**config.mk**
```make
export PLATFORM = sky130hd
export DESIGN_NAME = axis_measure_ctrl_master
export DESIGN_NICKNAME = d
export VERILOG_FILES = /design/src/rtl/axis_measure_ctrl_pkg.sv /design/src/rtl/axis_measure_ctrl_master_timer.sv /design/src/rtl/axis_measure_ctrl_master.sv
export SDC_FILE = /design/constraint.sdc
export NUM_CORES = 1
export LEC_CHECK = 0
export CELL_PAD_IN_SITES_DETAIL_PLACEMENT = 2
export CELL_PAD_IN_SITES_GLOBAL_PLACEMENT = 2
export CORE_UTILIZATION = 31
export CTS_CLUSTER_SIZE = 30
export DETAILED_ROUTE_END_ITERATION = 8
export PLACE_DENSITY_LB_ADDON = 0.1
export SYNTH_ARGS = -nofsm -noshare
export SYNTH_HDL_FRONTEND = slang
export SYNTH_SLANG_ARGS = --single-unit
```
**constraint.sdc**
```tcl
create_clock -name ap_clk -period 3.45 [get_ports ap_clk]
set_input_delay 0.5175 -clock ap_clk [delete_from_list [all_inputs] [get_ports ap_clk]]
set_output_delay 0.5175 -clock ap_clk [all_outputs]
set_load 0.02 [all_outputs]
```
**src/rtl/axis_measure_ctrl_pkg.sv**
```systemverilog
// Shared definitions for the on-chip AXI-Lite master that drives the
// measurement block's control/status register file.
package axis_measure_ctrl_pkg;

  localparam int unsigned REG_CONTROL    = 16;
  localparam int unsigned REG_ASSERTIONS = 20;
  localparam int unsigned REG_CYCLES     = 28;
  localparam int unsigned REG_LATENCY    = 36;
  localparam int unsigned REG_DATA_WIDTH = 44;
  localparam int unsigned REG_LAST_FRAME = 48;

  localparam logic [31:0] CTRL_STOP  = 32'd0;
  localparam logic [31:0] CTRL_START = 32'd1;
  localparam logic [31:0] CTRL_CLEAR = 32'd2;

  localparam logic [1:0]  AXI_OKAY   = 2'b00;
  localparam int unsigned SNAP_WORDS = 6;

  typedef enum logic [1:0] {
    OP_STOP     = 2'd0,
    OP_START    = 2'd1,
    OP_CLEAR    = 2'd2,
    OP_SNAPSHOT = 2'd3
  } cmd_op_e;

  typedef enum logic [2:0] {
    ST_IDLE,
    ST_WR,
    ST_WR_RESP,
    ST_RD_ADDR,
    ST_RD_DATA,
    ST_FINISH
  } state_e;

  function automatic logic [31:0] ctrl_code(input cmd_op_e op);
    logic [31:0] code;
    case (op)
      OP_START: code = CTRL_START;
      OP_CLEAR: code = CTRL_CLEAR;
      default:  code = CTRL_STOP;
    endcase
    return code;
  endfunction

endpackage

```
**src/rtl/axis_measure_ctrl_master_timer.sv**
```systemverilog
// Per-state handshake timeout: counts while a handshake state is active,
// restarts on every state change. TIMEOUT_CYCLES = 0 disables expiry.
module axil_handshake_timer #(
  parameter int unsigned TIMEOUT_CYCLES = 1024
) (
  input  logic ap_clk,
  input  logic ap_rst,
  input  logic restart,
  input  logic active,
  output logic expired
);

  localparam int unsigned CW = (TIMEOUT_CYCLES < 2) ? 1 : $clog2(TIMEOUT_CYCLES + 1);

  logic [CW-1:0] count;

  always_ff @(posedge ap_clk) begin
    if (ap_rst || restart) begin
      count <= '0;
    end else if (active && !expired) begin
      count <= count + 1'b1;
    end
  end

  assign expired = (TIMEOUT_CYCLES != 0) && (count == CW'(TIMEOUT_CYCLES));

endmodule

```
**src/rtl/axis_measure_ctrl_master.sv**
```systemverilog
// AXI4-Lite master issuing CONTROL writes and coherent 6-word counter
// snapshots to the measurement block's register file.
module axis_measure_ctrl_master
  import axis_measure_ctrl_pkg::*;
#(
  parameter int unsigned           ADDR_WIDTH     = 16,
  parameter int unsigned           DATA_WIDTH     = 32,
  parameter logic [ADDR_WIDTH-1:0] BASE_ADDR      = '0,
  parameter int unsigned           TIMEOUT_CYCLES = 1024
) (
  input  logic                    ap_clk,
  input  logic                    ap_rst,
  input  logic                    cmd_valid,
  output logic                    cmd_ready,
  input  logic [1:0]              cmd_op,
  output logic                    m_axi_control_awvalid,
  input  logic                    m_axi_control_awready,
  output logic [ADDR_WIDTH-1:0]   m_axi_control_awaddr,
  output logic                    m_axi_control_wvalid,
  input  logic                    m_axi_control_wready,
  output logic [DATA_WIDTH-1:0]   m_axi_control_wdata,
  output logic [DATA_WIDTH/8-1:0] m_axi_control_wstrb,
  input  logic                    m_axi_control_bvalid,
  output logic                    m_axi_control_bready,
  input  logic [1:0]              m_axi_control_bresp,
  output logic                    m_axi_control_arvalid,
  input  logic                    m_axi_control_arready,
  output logic [ADDR_WIDTH-1:0]   m_axi_control_araddr,
  input  logic                    m_axi_control_rvalid,
  output logic                    m_axi_control_rready,
  input  logic [DATA_WIDTH-1:0]   m_axi_control_rdata,
  input  logic [1:0]              m_axi_control_rresp,
  output logic [63:0]             snap_assertions,
  output logic [63:0]             snap_cycles,
  output logic [63:0]             snap_latency,
  output logic                    done,
  output logic [1:0]              err
);

  localparam logic [2:0] LAST_IDX = 3'(SNAP_WORDS - 1);

  state_e                state, next_state;
  cmd_op_e               op_q;
  logic [2:0]            idx;
  logic                  aw_done, w_done;
  logic [1:0]            err_q;
  logic [DATA_WIDTH-1:0] shadow [SNAP_WORDS-1];
  logic                  expired, timer_active;
  logic                  aw_hs, w_hs, b_hs, r_hs;

  axil_handshake_timer #(
    .TIMEOUT_CYCLES(TIMEOUT_CYCLES)
  ) u_timer (
    .ap_clk (ap_clk),
    .ap_rst (ap_rst),
    .restart(next_state != state),
    .active (timer_active),
    .expired(expired)
  );

  // AXI outputs depend only on registered state, never on inputs.
  always_comb begin
    next_state            = state;
    timer_active          = 1'b0;
    m_axi_control_awvalid = 1'b0;
    m_axi_control_awaddr  = '0;
    m_axi_control_wvalid  = 1'b0;
    m_axi_control_wdata   = '0;
    m_axi_control_wstrb   = '0;
    m_axi_control_bready  = 1'b0;
    m_axi_control_arvalid = 1'b0;
    m_axi_control_araddr  = '0;
    m_axi_control_rready  = 1'b0;
    unique case (state)
      ST_IDLE: begin
        if (cmd_valid) begin
          next_state = (cmd_op_e'(cmd_op) == OP_SNAPSHOT) ? ST_RD_ADDR : ST_WR;
        end
      end
      ST_WR: begin
        timer_active          = 1'b1;
        m_axi_control_awaddr  = BASE_ADDR + ADDR_WIDTH'(REG_CONTROL);
        m_axi_control_wdata   = DATA_WIDTH'(ctrl_code(op_q));
        m_axi_control_wstrb   = '1;
        m_axi_control_awvalid = !aw_done && !expired;
        m_axi_control_wvalid  = !w_done && !expired;
        m_axi_control_bready  = !expired;
        if (expired) begin
          next_state = ST_FINISH;
        end else if ((aw_done || (m_axi_control_awvalid && m_axi_control_awready)) &&
                     (w_done  || (m_axi_control_wvalid  && m_axi_control_wready))) begin
          next_state = ST_WR_RESP;
        end
      end
      ST_WR_RESP: begin
        timer_active         = 1'b1;
        m_axi_control_bready = !expired;
        if (expired || m_axi_control_bvalid) next_state = ST_FINISH;
      end
      ST_RD_ADDR: begin
        timer_active          = 1'b1;
        m_axi_control_arvalid = !expired;
        m_axi_control_araddr  = BASE_ADDR + ADDR_WIDTH'(REG_ASSERTIONS) + ADDR_WIDTH'({idx, 2'b00});
        if (expired) begin
          next_state = ST_FINISH;
        end else if (m_axi_control_arready) begin
          next_state = ST_RD_DATA;
        end
      end
      ST_RD_DATA: begin
        timer_active         = 1'b1;
        m_axi_control_rready = !expired;
        if (expired) begin
          next_state = ST_FINISH;
        end else if (m_axi_control_rvalid) begin
          next_state = (idx == LAST_IDX) ? ST_FINISH : ST_RD_ADDR;
        end
      end
      ST_FINISH: next_state = ST_IDLE;
      default:   next_state = ST_IDLE;
    endcase
  end

  assign aw_hs = m_axi_control_awvalid && m_axi_control_awready;
  assign w_hs  = m_axi_control_wvalid  && m_axi_control_wready;
  assign b_hs  = m_axi_control_bvalid  && m_axi_control_bready;
  assign r_hs  = m_axi_control_rvalid  && m_axi_control_rready;

  always_ff @(posedge ap_clk) begin
    if (ap_rst) begin
      state           <= ST_IDLE;
      op_q            <= OP_STOP;
      idx             <= '0;
      aw_done         <= 1'b0;
      w_done          <= 1'b0;
      err_q           <= '0;
      snap_assertions <= '0;
      snap_cycles     <= '0;
      snap_latency    <= '0;
      for (int unsigned i = 0; i < SNAP_WORDS - 1; i++) shadow[i] <= '0;
    end else begin
      state <= next_state;
      unique case (state)
        ST_IDLE: begin
          if (cmd_valid) begin
            op_q    <= cmd_op_e'(cmd_op);
            idx     <= '0;
            aw_done <= 1'b0;
            w_done  <= 1'b0;
            err_q   <= '0;
            for (int unsigned i = 0; i < SNAP_WORDS - 1; i++) shadow[i] <= '0;
          end
        end
        ST_WR: begin
          if (aw_hs) aw_done <= 1'b1;
          if (w_hs)  w_done  <= 1'b1;
        end
        ST_WR_RESP: begin
          if (b_hs && (m_axi_control_bresp != AXI_OKAY)) err_q[0] <= 1'b1;
        end
        ST_RD_DATA: begin
          if (r_hs) begin
            if (m_axi_control_rresp != AXI_OKAY) err_q[0] <= 1'b1;
            // Last word bypasses the shadow so all three outputs load together
            // on the edge into FINISH.
            if (idx == LAST_IDX) begin
              snap_assertions <= {shadow[1], shadow[0]};
              snap_cycles     <= {shadow[3], shadow[2]};
              snap_latency    <= {m_axi_control_rdata, shadow[4]};
            end else begin
              shadow[idx] <= m_axi_control_rdata;
              idx         <= idx + 3'd1;
            end
          end
        end
        default: ;
      endcase
      if (expired) err_q[1] <= 1'b1;
    end
  end

  assign cmd_ready = (state == ST_IDLE) && !ap_rst;
  assign done      = (state == ST_FINISH);
  assign err       = done ? err_q : '0;

endmodule

```
==> key figures, run 1 <==
Cells and area
  • Multi-input gate area: about 0.0046 sq mm
  • Reg area: approximately 0.0091 sq mm
  • Number of fillers in the final layout: between 4000 and 5000
  • Share of post-route cells with drive strength above 1: about 5.7%
  • Commonest non-fill, non-tap cell in the layout: nand2_1
  • Final nets: between 1500 and 2000
  • Synth-to-Final Area Change: 29.4%
  • Commonest cells after routing, fill and taps aside: nand2_1, clkdlybuf4s50_1, dfxtp_1

Floorplanning
  • CORE AREA: 0.0456 sq mm
  • Die extent in x: between 200 and 250 um
  • Cell Rows: 78
  • Die H: approximately 220 um
  • Die area: 0.0473 sq mm
  • # IOs: 315
  • Initial Util: 31.6%

Timing
  • Clock Skew: 13.0 ps
  • Hold slack: 337 ps
  • Fin. Hold Viols: 0
  • Fmax: 0.304 GHz
  • Setup TNS: 0 ps
  • RSZ-0062 raised after global routing: false
  • Final worst slack: 166 ps
  • Final setup viols: 0
  • Final Slew Violations: 0
  • Final worst-path cycle share: 95.2%
  • Minimum clock period: between 3000 and 4000 ps
  • Relative slew slack: 23.7%
  • Worst-Margin Slew: ~1100 ps

Global routing
  • Total GRT Usage: 19.5%
  • Largest net degree at the start of global routing: 96
  • Vias in the first global route: approximately 11000
  • Initial antenna violation count: 9
  • First-pass GRT wire length: 69.9 mm
  • Grt total ovfl: 0

Pwr
  • LEAKAGE: roughly 0.0065 uW
  • Flop pwr share: 49.9%
  • Switching Power: between 2000 and 2500 uW
  • Peak supply drop: between 0.2 and 0.3 mV
  • Logic pwr share: 5.3%
  • Internal power: around 7500 uW
  • Clock power share: 44.8%
  • PwrDens: 524 mW/mm^2
  • Sw Ratio: 23.2%

Routing
  • Vias post-DR: between 10000 and 15000
  • DRT iter0 DRCs: 486
  • DR DRC count: 0
  • Final wirelength: 46.3 mm
  • Vias/cell: 4.67
  • Antenna viol nets, final: 0
  • Wire per inst: 20.3 um
  • Pre-Repair DR Iteration Count: 4

Logic synthesis
  • Seq/Total Area, Yosys: 63.3%
  • Synth warn: 0
  • Synth Register Bits: between 300 and 400
  • Cell Area, Synth: 0.0144 sq mm
  • Post-synth top flop: dfxtp_1
  • Post-synth EDFFs: 160
  • Async set-reset flop share out of synthesis: 0%
  • Cells after Synth: around 1400
  • Netlist cell types: 45
  • Syn_area_per_cell: 10.2 sq um

Clock network
  • Clock Path Buffers: 3
  • Root Buffer Master: clkbuf_16
  • Register clock-pin slew on the reported worst setup and hold paths: 50 ps
  • Worst skew pair latency: around 560 ps
  • CTS H-Tree Depth: 2
  • Total CTS buffers: 43
  • Postcts setup bufs: 0
  • Clk sinks: 375
  • CTS tree: done

Critical path
  • Worst path slowest cell: nor4_2
  • Critical path arrival: 2770 ps
  • Worst Path Buf+Inv: 1
  • Crit start category: flop
  • Setup crit end kind: primary output
  • Worst path required time: 2930 ps
  • Worst Path Max Fanout: 9
  • Crit path kind: flop to primary output
  • Crit path cell chain: nor4_2, nand4_1, nand2_1, nor2_1, clkdlybuf4s50_1
  • Max incr delay on CP: 540 ps
  • CP top delay family: simple AND/OR/NAND/NOR gates

Hold path
  • Hold Path Class: input pin to flop

Status
  • Outcome: finished clean

Placed design
  • PortBufs: 257
  • DP HPWL: 30.3 mm
  • RePlAce Congestion: 0.737
  • DP Worst Slack: between 600 and 700 ps

Flow run
  • Max cap viols: 0
## final cells by class
class	instances	area share, %
Clock inverter	4	0.195
Multi-Input combinational cell	941	24.8
Sequential cell	375	48.9
Inverter	6	0.121
Timing Repair Buffer	279	15.0
Antenna cell	1	0.0134
Clock buffer	76	6.98
Tap cell	600	4.03
## power groups by stage
stage          logic, uW  registers [uW]  clock network, uW
4_1_cts              526            4880               4520
5_1_grt              556            4890               4690
2_1_floorplan        335            4940                  0
6_report             516            4880               4380
3_3_place_gp         518            4960                  0
3_5_place_dp         524            4970                  0
## synthesized netlist by cell type, types with 5 or more instances
cell type,instances,share of area (%)
nor3_1,5,0.17
and3_1,6,0.26
dfxtp_1,215,30
edfxtp_1,160,33
nor2_1,27,0.70
nand4_1,6,0.26
buf_4,61,3.2
o21ai_0,5,0.17
nand2_1,394,10
xor2_1,6,0.36
clkbuf_2,6,0.21
buf_6,7,0.55
nand3_1,13,0.45
inv_1,6,0.16
clkbuf_1,32,0.83
nand2b_1,6,0.26
a21oi_1,205,7.1
buf_2,42,1.5
a31oi_1,5,0.22
and2_1,164,7.1
## routing by layer
layer | track usage, % | routed length [um] | vias to the layer above | share of wire [%]
li1 | - | - | 5039 | -
met1 | 25.6 | 20700 | 5307 | 45
met2 | 32.1 | 22000 | 249 | 48
met3 | 4.10 | 2600 | 58 | 5.6
met4 | 6.03 | 996 | 0 | 2.2
met5 | 0 | 0 | - | 0
## stage by stage
stage	cell area (sq um)	util, %	std cells	total power (uW)
6_report	18600	40.9	2282	9770
5_1_grt	18600	40.9	2281	10100
4_1_cts	18600	40.9	2281	9920
3_5_place_dp	17300	37.9	2201	5500
3_3_place_gp	17300	37.9	2201	5480
2_1_floorplan	14600	-	1470	5280
## final timing paths
| path | to | start | depth (start not counted) | slack (ps) |
|---|---|---|---|---|
| worst min register to register | snap_cycles[47]$_SDFFE_PP0P_ | snap_cycles[47]$_SDFFE_PP0P_ | 2 | 450 |
| worst min-delay path | err_q[1]$_SDFFE_PP0P_ | ap_rst | 2 | 340 |
| worst max register to register | shadow[3][8]$_SDFFCE_PN0P_ | state[2]$_SDFF_PP0_ | 6 | 620 |
| worst max-delay path | m_axi_control_awvalid | u_timer.count[2]$_SDFFE_PP0P_ | 5 | 170 |
## what timing repair did
| action | in CTS | in global routing |
|---|---|---|
| hold endpoints to repair | 0 | 0 |
| hold buffers | 0 | 0 |
| setup endpoints to repair | 0 | 2 |
| gates resized for setup | 0 | 1 |
## kinds of logic (layout without fill, tap and decap cells)
group / Yosys count / after routing / synth area share, %
compound gates: 226 / 226 / 8.28
xor+xnor: 10 / 10 / 0.608
fa+ha+maj: 4 / 4 / 0.348
buf+inv: 154 / 365 / 6.39
flops: 375 / 375 / 63.3
other cells: 1 / 58 / 0.0260
simple gates: 644 / 644 / 21.1
## registers in the layout, summed over array words and instances, names as in the netlist
| name | count |
|---|---|
| w_done | 1 |
| shadow | 160 |
| snap_cycles | 64 |
| aw_done | 1 |
| state | 3 |
| u_timer.count | 11 |
| snap_assertions | 64 |
| idx | 3 |
| err_q | 2 |
| op_q | 2 |
| snap_latency | 64 |
Note: power is estimated with default switching activity, not from simulation.
==> run 2: changes to the inputs <==
--- a/config.mk
+++ b/config.mk
@@ -11,6 +11,7 @@
 export CTS_CLUSTER_SIZE = 30
 export DETAILED_ROUTE_END_ITERATION = 8
 export PLACE_DENSITY_LB_ADDON = 0.1
+export SETUP_SLACK_MARGIN = 0.3
 export SYNTH_ARGS = -nofsm -noshare
 export SYNTH_HDL_FRONTEND = slang
 export SYNTH_SLANG_ARGS = --single-unit
==> constraint.sdc (replaced) <==
create_clock -name ap_clk -period 3.45 [get_ports ap_clk]
set_input_delay 0.8625 -clock ap_clk [delete_from_list [all_inputs] [get_ports ap_clk]]
set_output_delay 0.8625 -clock ap_clk [all_outputs]
set_load 0.02 [all_outputs]
==> run 2 against run 1 <==
Clock power grew 4%. Routed wire length grew 1.7%. Via count grew 1.7%. Setup slack gained 180 ps. Final cell count grew 0.57%. Clock skew grew 0.64 ps. Worst hold slack gained 120 ps. Largest power group unchanged. Sequential cell count is the same. First-iteration DRC count shrank 8.4%. Register-to-register slack gained 130 ps. Global-route usage grew 0.34 points.
==> key figures, run 2 (same netlist as run 1, synthesis figures left out) <==
Global routing
  • Vias in the first global route: 11600 (+2.8%)
  • Total GRT Usage: 19.9% (+0.34 points)
  • Largest net degree at the start of global routing: 115 (+20%)
  • Initial antenna violation count: 9 (unchanged)
  • Grt total ovfl: 0 (unchanged)
  • First-pass GRT wire length: 71.0 mm (+1.6%)

Clock network
  • Worst skew pair latency: 570 ps (about the same)
  • Clock Path Buffers: 3 (unchanged)
  • Root Buffer Master: clkbuf_16
  • CTS tree: done
  • Total CTS buffers: 44 (+2.3%)
  • Hold_buf cts: 0 (unchanged)
  • Clk sinks: 375 (unchanged)
  • CTS H-Tree Depth: 2 (unchanged)
  • Register clock-pin slew on the reported worst setup and hold paths: 60 ps (about the same)

Cells and area
  • Final nets: 1706 (+0.59%)
  • Fin cells: 2295 (+0.57%)
  • Commonest non-fill, non-tap cell in the layout: nand2_1
  • Synth-to-Final Area Change: 31.1%
  • Flip-flop count of the largest register after layout: 160 (unchanged)
  • Reg area: 0.00912 sq mm (about the same)
  • Share of post-route cells with drive strength above 1: 7.33% (+1.7 points)
  • Number of fillers in the final layout: 4797 (-1.6%)
  • Multi-input gate area: 0.00464 sq mm (+0.60%)
  • Commonest cells after routing, fill and taps aside: nand2_1, clkdlybuf4s50_1, dfxtp_1
  • Largest Register: shadow

Pwr
  • Peak supply drop: 0.296 mV (+13%)
  • PwrDens: 529 mW/mm^2 (+0.89%)
  • LEAKAGE: 0.00669 uW (+3.2%)

Routing
  • Wire per inst: 20.5 um (+1.1%)
  • Antenna viol nets, final: 0 (unchanged)
  • Vias/cell: 4.72 (+1.2%)
  • DRT iter0 DRCs: 445 (-8.4%)
  • Final wirelength: 47.0 mm (+1.7%)
  • Pre-Repair DR Iteration Count: 4 (unchanged)
  • Vias post-DR: 10800 (+1.7%)
  • DR DRC count: 0 (unchanged)

Floorplanning
  • Die area: 0.0473 sq mm (unchanged)
  • Initial Util: 31.6% (unchanged)
  • CORE AREA: 0.0456 sq mm (unchanged)
  • # IOs: 315 (unchanged)
  • Die extent in x: 218 um (unchanged)
  • Die H: 218 um (unchanged)
  • Cell Rows: 78 (unchanged)

Timing
  • Final worst-path cycle share: 89.9% (-5.3 points)
  • Final Slew Violations: 0 (unchanged)
  • Worst-Margin Slew: 865 ps (-280 ps)
  • Relative slew slack: 42.3% (+19 points)
  • Fmax: 0.322 GHz (+5.9%)
  • Final setup viols: 0 (unchanged)
  • Setup TNS: 0 ps (unchanged)
  • RSZ-0062 raised after global routing: true
  • Minimum clock period: 3100 ps (-182 ps)
  • Fin. Hold Viols: 0 (unchanged)
  • Clock Skew: 13.6 ps (+0.641 ps)

Critical path
  • FF-to-FF setup slack: 750 ps (+130 ps)
  • Setup crit end kind: primary output
  • Crit path kind: flop to primary output
  • Crit start category: flop
  • Critical path arrival: 2240 ps (-530 ps)
  • Worst Path Max Fanout: 13 (+4)
  • Worst path required time: 2590 ps (-340 ps)

Placed design
  • Placed cell count: 2208 (+0.32%)
  • RePlAce Congestion: 0.721 (-2.1%)
  • DP HPWL: 30.7 mm (+1.4%)
  • PortBufs: 257 (unchanged)

Status
  • Outcome: finished clean

Flow run
  • Max cap viols: 0 (unchanged)

Hold path
  • Hold Path Class: flop to flop
run 2: cell types whose count changed in the layout (fill, tap and decap cells not counted), sizes merged, moves of 4 or more:
cell / delta
clkinv: +9
clkdlybuf4s50: -8
dlygate4sd2: +4
buf: +9
clkbuf: -9
run 2: worst paths after layout:
kind	end	start	cells past startpoint
max reg2reg	shadow[1][21]$_SDFFCE_PN0P_	state[2]$_SDFF_PP0_	6
min	snap_latency[16]$_SDFFE_PP0P_	snap_latency[16]$_SDFFE_PP0P_	2
min reg2reg	snap_latency[16]$_SDFFE_PP0P_	snap_latency[16]$_SDFFE_PP0P_	2
max	err[1]	state[2]$_SDFF_PP0_	4
run 2: timing repair:
item / 4_1_cts / 5_1_grt
buffers inserted: 2 / 0
pin swaps: 0 / 0
setup endpoints to repair: 19 / 12
cloned: 0 / 0
resized for setup: 16 / 6
run 2: through the flow:
step                worst slack (ps)  total power, uW  hold WS [ps]  util, %  instance area [sq um]
detailed placement               504             5520           450     38.1                  17400
floorplan                        468             5280           441        -                  14600
global placement                 570             5500           442     38.1                  17400
finish                           348             9980           455     41.4                  18900
CTS                              229            10100           458     41.3                  18800
global route                     267            10400           479     41.4                  18900
run 2: cell type report:
class | count | share of cell area, %
Multi-Input combinational cell | 941 | 24.6
Sequential cell | 375 | 48.3
Timing Repair Buffer | 288 | 15.4
Tap cell | 600 | 3.98
Inverter | 6 | 0.119
Clock buffer | 67 | 6.94
Antenna cell | 4 | 0.0530
Clock inverter | 14 | 0.590
run 2: worst max-delay path, stage by stage, from the launching register on:
cell,delay [ps]
dfxtp_2,490
inv_1,120
nor3_2,270
and2_1,180
clkdlybuf4s50_1,610
run 2: power by group:
part | switching [uW] | total, uW | internal, uW
logic | 384 | 541 | 158
registers | 69.7 | 4880 | 4810
clock network | 1870 | 4560 | 2700
run 2: layer usage:
| layer | track usage (%) | share of wire, % | up-vias |
|---|---|---|---|
| met5 | 0 | 0 | - |
| met1 | 25.3 | 43 | 5446 |
| met4 | 6.13 | 2.6 | 0 |
| li1 | - | - | 5058 |
| met2 | 32.5 | 48 | 257 |
| met3 | 5.52 | 7.0 | 76 |
==> patch 1: new RTL, config.mk and constraints of run 2 <==
One comparison of `count` changes from == to >=.
--- a/src/rtl/axis_measure_ctrl_master_timer.sv
+++ b/src/rtl/axis_measure_ctrl_master_timer.sv
@@ -24,3 +24,3 @@
 
-  assign expired = (TIMEOUT_CYCLES != 0) && (count == CW'(TIMEOUT_CYCLES));
+  assign expired = (TIMEOUT_CYCLES != 0) && (count >= CW'(TIMEOUT_CYCLES));
 
Check against the original RTL: no difference found for any inputs over 4 cycles, from zero or initial values and one cycle with ap_rst high; that may be too few to reach the edited logic, so the function may still have changed.
==> patch 1 against run 2 <==
  * Cell area shrank 0.53%
  * Setup slack improved by 70 ps
  * Core utilization fell by 0.22 points
  * Synthesized cell count rose by 0.57%
  * Total power decreased by 0.47%
  * Worst hold slack about the same
  * Routed wire length down 1.6%
  * Synthesized area down 0.17%
  * Sequential cell count is the same
  * First-iteration DRC count up 9.4%
==> patch 1: results (changes against run 2) <==
[cells_and_area]
n_sequential_cell=375  ; unchanged
fill_cells=4847  ; was 4797
diodes=1  ; was 4
areaGrowthSynthToFinish_pct=30.61  ; was 31.09%
inv_count=5  ; was 6
multi_input_area_share=0.2443  ; was 0.2459
buf_share=0.1558  ; was 0.1542
drive_above_1_share=0.06442  ; was 0.07333
clkbuf_count=76  ; was 67
clock_cell_area_share=0.07311  ; was 0.07531
sh_seq_area=0.4857  ; was 0.4831

[global_routing]
use_met1=0.2588  ; was 0.2529
globalRouteMet3Util=0.04277  ; was 0.05523

[worst_hold_path]
holdCritStartpoint=snap_latency[46]  ; was snap_latency[16]
min_to=snap_latency[46]  ; was snap_latency[16]

[route]
route.met2.wl_mm=22.31  ; was 22.36 mm
wl_met3_mm=2.465  ; was 3.302 mm
met1_length_mm=20.81  ; was 20.15 mm

[worst_setup_path]
reg2reg_depth=7  ; was 6
r2r_start=state[0]  ; was state[2]
r2r-end=snap_cycles[21]  ; was shadow[1][21]
arrival_ps=2170  ; was 2240 ps

[cts]
cts_resized=14  ; was 16

[synthesis]
synth-seq-area-share=0.6337  ; was 0.6327
synth_commonest_cells=401 x nand2_1, 215 x dfxtp_1, 206 x a21oi_1  ; was 394 x nand2_1, 215 x dfxtp_1, 205 x a21oi_1
synth_area_leaders=edfxtp_1 33%, dfxtp_1 30%, nand2_1 10%  ; unchanged
synth_fa_ha_area_frac=0.003482  ; was 0.003476
muxShareOfSynthArea=0.002786  ; was 0

[power_and_ir_drop]
seqPwrFrac=0.491  ; was 0.489
clkPwrFrac=0.450  ; was 0.457
ir_drop_v=0.0002777  ; was 0.0002958 V
p_leak_nw=6.786  ; was 6.693 nW

[timing]
hold_ws_ps=454.7  ; was 454.8 ps
relSlewSlack=0.4596  ; was 0.4234

[placed_design]
gp_congestion=0.7410  ; was 0.7212
post-dp-hpwl_mm=29.65  ; was 30.71 mm
dp_slack_ps=361.4  ; was 503.7 ps

[status]
status=complete, no violations  ; unchanged

## patch 1: changes by cell type in the layout (fill, tap and decap cells not counted), moves of 4 or more
| cell | delta |
|---|---|
| and2_1 | -34 |
| and3_1 | +31 |
| clkbuf_1 | +11 |
| clkdlybuf4s50_1 | -4 |
| clkinv_2 | -8 |
| dlygate4sd2_1 | +4 |
| mux2i_1 | +4 |
| nand2_1 | +6 |
| nand3_1 | -9 |
| nand4_1 | -4 |
| nor3_1 | +12 |
## patch 1: worst max-delay path by stage
stage	slack [ps]	to	startpoint
3_5_place_dp	360	shadow[0][13]	cmd_valid
5_1_grt	320	m_axi_control_arvalid	state[0]
6_report	420	m_axi_control_arvalid	state[0]
2_1_floorplan	530	shadow[2][0]	m_axi_control_rvalid
4_1_cts	310	m_axi_control_rready	state[0]
3_3_place_gp	380	shadow[0][13]	cmd_valid
## patch 1: worst max-delay path, delay by kind of cell, from the launching register on
kind          cells  cell delay, ps
simple gates      2             430
buf+inv           2             860
flops             1             330
==> patch 2: new RTL, settings of run 2 <==
Made on the original files. `SNAP_WORDS`: 6 -> 12.
--- a/src/rtl/axis_measure_ctrl_pkg.sv
+++ b/src/rtl/axis_measure_ctrl_pkg.sv
@@ -16,3 +16,3 @@
   localparam logic [1:0]  AXI_OKAY   = 2'b00;
-  localparam int unsigned SNAP_WORDS = 6;
+  localparam int unsigned SNAP_WORDS = 12;
 
Behaviour: no difference found for any inputs over 4 cycles, from zero or initial values and one cycle with ap_rst high; that may be too few to reach the edited logic, so the function may still have changed.
==> patch 2 against run 2 <==
  * Combinational power up 2%
  * Via count decreased by 0.92%
  * Sequential cell count unchanged
  * Global-route usage down 0.41 points
  * Largest power group unchanged
  * Total power up 0.52%
  * Cell area down 0.50%
  * Setup slack better by 51 ps
  * Clock skew is 1.8 ps lower
  * Sequential share of layout area rose by 0.25 points
  * Clock power grew 0.9%
  * Routed wire length fell by 3.1%
  * Largest cell class unchanged
  * Synthesized area shrank 0.94%
==> patch 2: results (changes against run 2) <==
[status]
status=complete, no violations  ; unchanged

[timing]
relSlewSlack=0.3329  ; was 0.4234
hold_ws_ps=453.3  ; was 454.8 ps
setup_ws_ps=398.4  ; was 347.9 ps

[placed_design]
post-dp-hpwl_mm=29.58  ; was 30.71 mm
placed_area_mm2=0.01730  ; was 0.01738 mm2
dp.cells=2212  ; was 2208
gp_congestion=0.7937  ; was 0.7212
dp_slack_ps=467.4  ; was 503.7 ps

[worst_hold_path]
min_to=snap_latency[21]  ; was snap_latency[16]

[global_routing]
gr-usage-met2=0.3154  ; was 0.3255
use_met1=0.2579  ; was 0.2529
grt_max_degree=201  ; was 115
globalRouteMet3Util=0.04968  ; was 0.05523
antenna_found_initial=4  ; was 9

[worst_setup_path]
reg2reg_depth=8  ; was 6
r2r-end=snap_cycles[48]  ; was shadow[1][21]
endpoint=m_axi_control_wstrb[3]  ; was err[1]
arrival_ps=2190  ; was 2240 ps
r2r_start=u_timer.count[0]  ; was state[2]

[route]
wl_per_cell_um=19.88  ; was 20.49 um
drtIter0Drc=469  ; was 445
met1_length_mm=20.68  ; was 20.15 mm
routed_via_density=4.683  ; was 4.722
wl_met3_mm=2.321  ; was 3.302 mm

[synthesis]
yosys.area_share.xor_xnor=0.006141  ; was 0.006083
synth_fa_ha_area_frac=0.006141  ; was 0.003476
synth-seq-area-share=0.6387  ; was 0.6327
syn_avg_cell_area_um2=10.22  ; was 10.18 um2
muxShareOfSynthArea=0.002105  ; was 0

[cells_and_area]
drive_above_1_share=0.06970  ; was 0.07333
fin_nets=1712  ; was 1706
diodes=0  ; was 4

[cts]
clk-insertion-delay-late_ps=550  ; was 570 ps

## patch 2: cell type report
| cell class | instances | area (um2) |
|---|---|---|
| Clock buffer | 67 | 1320 |
| Clock inverter | 13 | 116.4 |
| Fill cell | 4787 | 26600 |
| Inverter | 9 | 33.78 |
| Multi-Input combinational cell | 943 | 4542 |
| Sequential cell | 375 | 9119 |
| Tap cell | 600 | 750.7 |
| Timing Repair Buffer | 286 | 2898 |
## patch 2: what timing repair did
item / 4_1_cts / 5_1_grt
pin swaps: 1 / 1
resized for setup: 18 / 12
buffers inserted: 1 / 0
endpoints found under the setup margin: 19 / 15
hold buffers: 0 / 0
## patch 2: worst min-delay path, stage by stage, from the launching register on
cell and delay (ps):
dfxtp_1 300, nand2_1 50, a21oi_1 50
## patch 2: where the power goes
group / internal (W) / leakage (nW) / switching [W]
Combinational: 0.000167 / 2.82 / 0.000385
Sequential: 0.00482 / 3.44 / 0.0000648
Clock: 0.00278 / 0.713 / 0.00182
